### src/rtl/br_resolve_unit.sv
// Branch resolution unit: evaluates conditional branches and jumps, compares the
// outcome against the front-end prediction, redirects on mispredict and squashes younger ops.
module br_resolve_unit #(
    parameter int DW     = 32,
    parameter int STAGES = 1,
    parameter int CNT_W  = 32
) (
    input  logic             clk,
    input  logic             rst,
    input  logic             in_valid,
    output logic             in_ready,
    input  logic [31:0]      ctr,
    input  logic [DW-1:0]    pc,
    input  logic [DW-1:0]    imm,
    input  logic [DW-1:0]    rrj,
    input  logic [DW-1:0]    alu1,
    input  logic [DW-1:0]    alu2,
    input  logic             pdc_taken,
    input  logic [DW-1:0]    pdc_target,
    output logic             out_valid,
    input  logic             out_ready,
    output logic             br_taken,
    output logic [DW-1:0]    br_target,
    output logic             redirect,
    output logic [DW-1:0]    redirect_pc,
    input  logic             redirect_ack,
    output logic [CNT_W-1:0] cnt_branch,
    output logic [CNT_W-1:0] cnt_mispred
);

    localparam int LAST = STAGES - 1;

    typedef struct packed {
        logic          is_br;
        logic          taken;
        logic          mispred;
        logic [DW-1:0] target;
        logic [DW-1:0] rpc;
    } res_t;

    typedef enum logic {RUN, SQUASH} state_t;

    state_t           state_reg;
    res_t             res_comb;
    logic             cond;
    logic [3:0]       br_type;
    logic [4:0]       br_sub;
    logic             advance;
    logic             enter_squash;
    logic             redirect_reg;
    logic [CNT_W-1:0] cnt_branch_reg;
    logic [CNT_W-1:0] cnt_mispred_reg;

    logic stage_valid [STAGES];
    res_t stage_data  [STAGES];
    logic link_valid  [STAGES];
    res_t link_data   [STAGES];

    // Control-word fields this unit does not interpret.
    logic unused_ctr;
    assign unused_ctr = ^{ctr[31:12], ctr[6:4]};

    assign br_type = ctr[3:0];
    assign br_sub  = ctr[11:7];

    always_comb begin
        cond = 1'b0;
        case (br_sub)
            5'd0:    cond = 1'b1;
            5'd1:    cond = (alu1 == alu2);
            5'd2:    cond = (alu1 != alu2);
            5'd3:    cond = ($signed(alu1) <  $signed(alu2));
            5'd4:    cond = ($signed(alu1) >= $signed(alu2));
            5'd5:    cond = (alu1 <  alu2);
            5'd6:    cond = (alu1 >= alu2);
            default: cond = 1'b0;
        endcase
    end

    always_comb begin
        res_comb        = '0;
        res_comb.target = pc + imm;
        if (br_type == 4'd1) begin
            res_comb.is_br = 1'b1;
            res_comb.taken = cond;
        end else if (br_type == 4'd8) begin
            res_comb.is_br = 1'b1;
            res_comb.taken = 1'b1;
            if (br_sub == 5'd0)
                res_comb.target = rrj + imm;
        end
        res_comb.rpc     = res_comb.taken ? res_comb.target : pc + DW'(4);
        res_comb.mispred = res_comb.is_br &
                           ((res_comb.taken != pdc_taken) |
                            (res_comb.taken & (res_comb.target != pdc_target)));
    end

    // The whole pipe moves as one: it stalls only while the output holds an unaccepted result.
    assign advance      = ~stage_valid[LAST] | out_ready;
    assign in_ready     = (state_reg == SQUASH) | advance;
    assign enter_squash = (state_reg == RUN) & advance & link_valid[LAST] & link_data[LAST].mispred;

    assign link_valid[0] = in_valid & advance & (state_reg == RUN);
    assign link_data[0]  = res_comb;

    generate
        for (genvar gi = 0; gi < STAGES; gi++) begin : g_stage
            if (gi > 0) begin : g_link
                assign link_valid[gi] = stage_valid[gi-1];
                assign link_data[gi]  = stage_data[gi-1];
            end

            if (gi < LAST) begin : g_mid
                logic valid_reg;
                res_t data_reg;
                always_ff @(posedge clk or posedge rst) begin
                    if (rst) begin
                        valid_reg <= 1'b0;
                        data_reg  <= '0;
                    end else if ((state_reg == SQUASH) || enter_squash) begin
                        valid_reg <= 1'b0;
                    end else if (advance) begin
                        valid_reg <= link_valid[gi];
                        if (link_valid[gi])
                            data_reg <= link_data[gi];
                    end
                end
                assign stage_valid[gi] = valid_reg;
                assign stage_data[gi]  = data_reg;
            end else begin : g_out
                logic valid_reg;
                res_t data_reg;
                // A mispredicting op still leaves through the output; only younger ops are dropped.
                always_ff @(posedge clk or posedge rst) begin
                    if (rst) begin
                        valid_reg    <= 1'b0;
                        data_reg     <= '0;
                        redirect_reg <= 1'b0;
                    end else begin
                        redirect_reg <= 1'b0;
                        if (state_reg == SQUASH) begin
                            if (out_ready)
                                valid_reg <= 1'b0;
                        end else if (advance) begin
                            valid_reg    <= link_valid[gi];
                            redirect_reg <= enter_squash;
                            if (link_valid[gi])
                                data_reg <= link_data[gi];
                        end
                    end
                end
                assign stage_valid[gi] = valid_reg;
                assign stage_data[gi]  = data_reg;
            end
        end
    endgenerate

    always_ff @(posedge clk or posedge rst) begin
        if (rst) begin
            state_reg <= RUN;
        end else begin
            case (state_reg)
                RUN:     if (enter_squash) state_reg <= SQUASH;
                SQUASH:  if (redirect_ack) state_reg <= RUN;
                default: state_reg <= RUN;
            endcase
        end
    end

    always_ff @(posedge clk or posedge rst) begin
        if (rst) begin
            cnt_branch_reg  <= '0;
            cnt_mispred_reg <= '0;
        end else begin
            if (stage_valid[LAST] && out_ready && stage_data[LAST].is_br && (cnt_branch_reg != '1))
                cnt_branch_reg <= cnt_branch_reg + 1'b1;
            if (redirect_reg && (cnt_mispred_reg != '1))
                cnt_mispred_reg <= cnt_mispred_reg + 1'b1;
        end
    end

    assign out_valid   = stage_valid[LAST];
    assign br_taken    = stage_data[LAST].taken;
    assign br_target   = stage_data[LAST].target;
    assign redirect_pc = stage_data[LAST].rpc;
    assign redirect    = redirect_reg;
    assign cnt_branch  = cnt_branch_reg;
    assign cnt_mispred = cnt_mispred_reg;

endmodule

### config.mk
export PLATFORM = sky130hd
export DESIGN_NAME = br_resolve_unit
export DESIGN_NICKNAME = d
export VERILOG_FILES = /design/src/rtl/br_resolve_unit.sv
export SDC_FILE = /design/constraint.sdc
export NUM_CORES = 1
export LEC_CHECK = 0
export CELL_PAD_IN_SITES_DETAIL_PLACEMENT = 1
export CELL_PAD_IN_SITES_GLOBAL_PLACEMENT = 1
export CORE_MARGIN = 5
export CORE_UTILIZATION = 37
export CTS_BUF_LIST = sky130_fd_sc_hd__clkbuf_4
export DETAILED_ROUTE_END_ITERATION = 8
export PLACE_DENSITY_LB_ADDON = 0.05
export SYNTH_ARGS = -nofsm -noshare
export SYNTH_HDL_FRONTEND = slang
export SYNTH_SLANG_ARGS = --single-unit
### constraint.sdc
create_clock -name clk -period 5.75 [get_ports clk]
set_input_delay 1.4375 -clock clk [delete_from_list [all_inputs] [get_ports clk]]
set_output_delay 1.4375 -clock clk [all_outputs]
set_load 0.05 [all_outputs]
==> results of run 1 <==
-- where the power goes --
part	total [mW]	internal, mW	switching, mW
Sequential	1.14	1.06	0.0835
Combinational	1.95	0.744	1.21
Clock	0.673	0.311	0.362
-- layout make-up --
cell class	count	area, µm²
antenna	9	22.5
clock buffer	18	135
clock inverter	14	180
fill	4166	17700
inverter	67	254
multi-input combinational	1252	8550
sequential	133	3330
tap	455	569
timing repair buffer	369	3640
-- path summary, 6_finish.rpt --
kind                           startpoint               to  slack [ns]  depth (start not counted)
min reg2reg                     state_reg        out_valid        0.48                          1
max reg2reg                cnt_mispred[5]  cnt_mispred[27]        2.58                         11
min in group asynchronous             rst   cnt_branch[29]        1.39                          2
min                             state_reg        out_valid        0.48                          1
max in group asynchronous             rst   redirect_pc[6]        3.49                          3
max                                imm[0]        state_reg        0.63                         16
-- cells in the final DEF (no fill, tap or decap), types with 15 or more instances in the layout --
cell type and count:
clkdlybuf4s50_1 338, nand2_1 195, dfrtp_1 133, a21oi_1 114, xnor2_1 112, o21ai_0 110
ha_1 97, nor2_1 82, inv_1 66, xor2_1 57, nand3_1 54, nand4_1 43
nor3_1 31, buf_4 29, mux2_2 24, and3_1 22, o21a_1 21, mux2i_1 21
a21o_1 19, o21ai_1 18, clkbuf_4 18, o211ai_1 15
-- kinds of logic (layout without fill, tap and decap cells) --
logic type	count (synthesis)	count (layout)	share of synthesized area [%]
AND/OR/NAND/NOR	532	532	20.6
AO/OA/AOI/OAI	398	398	19.3
buffers and inverters	191	468	7.63
XOR/XNOR	177	177	13.0
flip-flops	133	133	25.9
adder cells (fa/ha/maj)	99	99	9.77
multiplexers	46	46	3.83
other	0	9	0
-- routing by layer --
| layer | track usage, % | share of wire, % | vias up |
|---|---|---|---|
| met5 | 0 | 0 | - |
| met4 | 6.67 | 2.3 | 0 |
| met3 | 1.85 | 4.7 | 51 |
| met2 | 36.6 | 45 | 338 |
| met1 | 33.6 | 48 | 6022 |
| li1 | - | - | 6138 |
-- metrics by stage --
stage	setup slack, ns	power [mW]	cell area, µm²
floorplan	0.758	2.50	12800
global placement	0.116	3.07	16300
detailed placement	0.0405	3.12	16300
CTS	0.650	3.80	16700
global route	0.379	3.99	16700
finish	0.631	3.77	16700
==> flow_summary.toml, run 1 <==
[cts]
cts-resized-gates = 0
clockBufferDepth = 2
cts_setup_buffers = 0
hold_buffers = 0
cts.sinks = 133
root_buffer = "clkbuf_4"
cts_buffers = 17
cts_tree = "built"
clock_latency_ns = 0.55
clk_pin_slew_ns = 0.12
cts-htree-levels = 4

[placement]
place_hpwl_mm = 39.3
portBuffers = 338
gp_congestion = 0.912
placed_cells = 2276

[setup_path]
crit_path_max_fanout = 4
critPathBufInv = 3
cp.arrival_ns = 5.53
cp_cell_sequence = "clkdlybuf4s50_1, ha_1, fa_1, a21o_1, a311o_1, a2111oi_0, nor3_1, xnor2_1, nand2_1, o21ai_0, nor4b_1, buf_4, nand4_1, nor4_2, buf_4, o22ai_1"
critPathRequiredTime_ns = 6.16
critPathMostFrequentCell = "buf_4"
crit_family = "compound AO/OA/AOI/OAI gates"
worstSetupStartpointType = "input pin"
cp_slowest_stage_delay_ns = 0.46
endpoint_kind = "flip-flop"
cp_slowest_cell = "clkdlybuf4s50_1"
critPathKind = "in -> reg"

[yosys]
yosysSeqAreaShare_pct = 25.9
ys_ff_latch = 133
synthArstFlopShare_pct = 100
synth_common_cells = "195 x nand2_1, 133 x dfrtp_1, 114 x a21oi_1"
avgSynthCellArea_um2 = 8.14
synth_nets = 1905
yosys_warnings = 0
synth_top_flop_cell = "dfrtp_1"
synth_most_common_cell = "nand2_1"
synth_edf_count = 0
ys_top_cells_by_area = "dfrtp_1 26%, ha_1 9.5%, xnor2_1 7.6%"
ys_types = 78
synth_top_cell_by_area = "dfrtp_1"
syn_inst = 1576
synth.top_cell.area_share_pct = 25.9
netlist_area_um2 = 12800

[finish]
finalNetCount = 2169
final_util_pct = 48.5
syn2layout_area_growth_pct = 30.0
layoutNonFillerInstCount = 2317
final_layout_size_suffix_gt1_share_pct = 5.77

[floorplan]
die_y_um = 196
die_x_um = 196
rows = 68
design.die.area_um2 = 38500
core-area_um2 = 34400
start_util_pct = 37.3
ioPinCount = 362

[sta]
period_share_pct = 89.0
setup_tns_ns = 0
fin_skew_ns = 0.0188
tightest_slew_ns = 0.781
fmax_mhz = 195
finalHoldViolations = 0
final-setup-viol-count = 0
maxSlewHeadroom_pct = 47.9
period_minus_slack_ns = 5.12
rsz0062_at_grt = "no"
timing.hold.ws_ns = 0.476
finalMaxSlewViolations = 0

[global_route]
grt_pass1_wl_mm = 70.7
grt_pass1_vias = 12800
grt-ovfl-total = 0
grt_antenna_before_repair = 10
grt_util_all_layers_pct = 23.0
grt_max_degree = 73

[outcome]
status = "finished, final reports clean"

[detailed_routing]
route.detailed.drc = 0
drt_iter0_drc = 574
drtPass1Iterations = 5
avgViaCountPerCell = 5.42
wl_per_cell_um = 19.8
ant_nets = 0
routed_wl_mm = 45.9
vias = 12500

[power_and_ir_drop]
leakage_nw = 6.95
ir_worst_vdd_v = 0.000166
power.density_nw_per_um2 = 226

[run]
maxCapViolCount = 0

[hold_path]
hold_path_class = "reg -> reg"
Note: power is estimated with default switching activity, not from simulation.
==> inputs of run 2 (changes only) <==
CTS_CLUSTER_DIAMETER = 30   (was default)
==> results of run 2 <==
The final DEF is identical to that of run 1; final timing and power are the same.
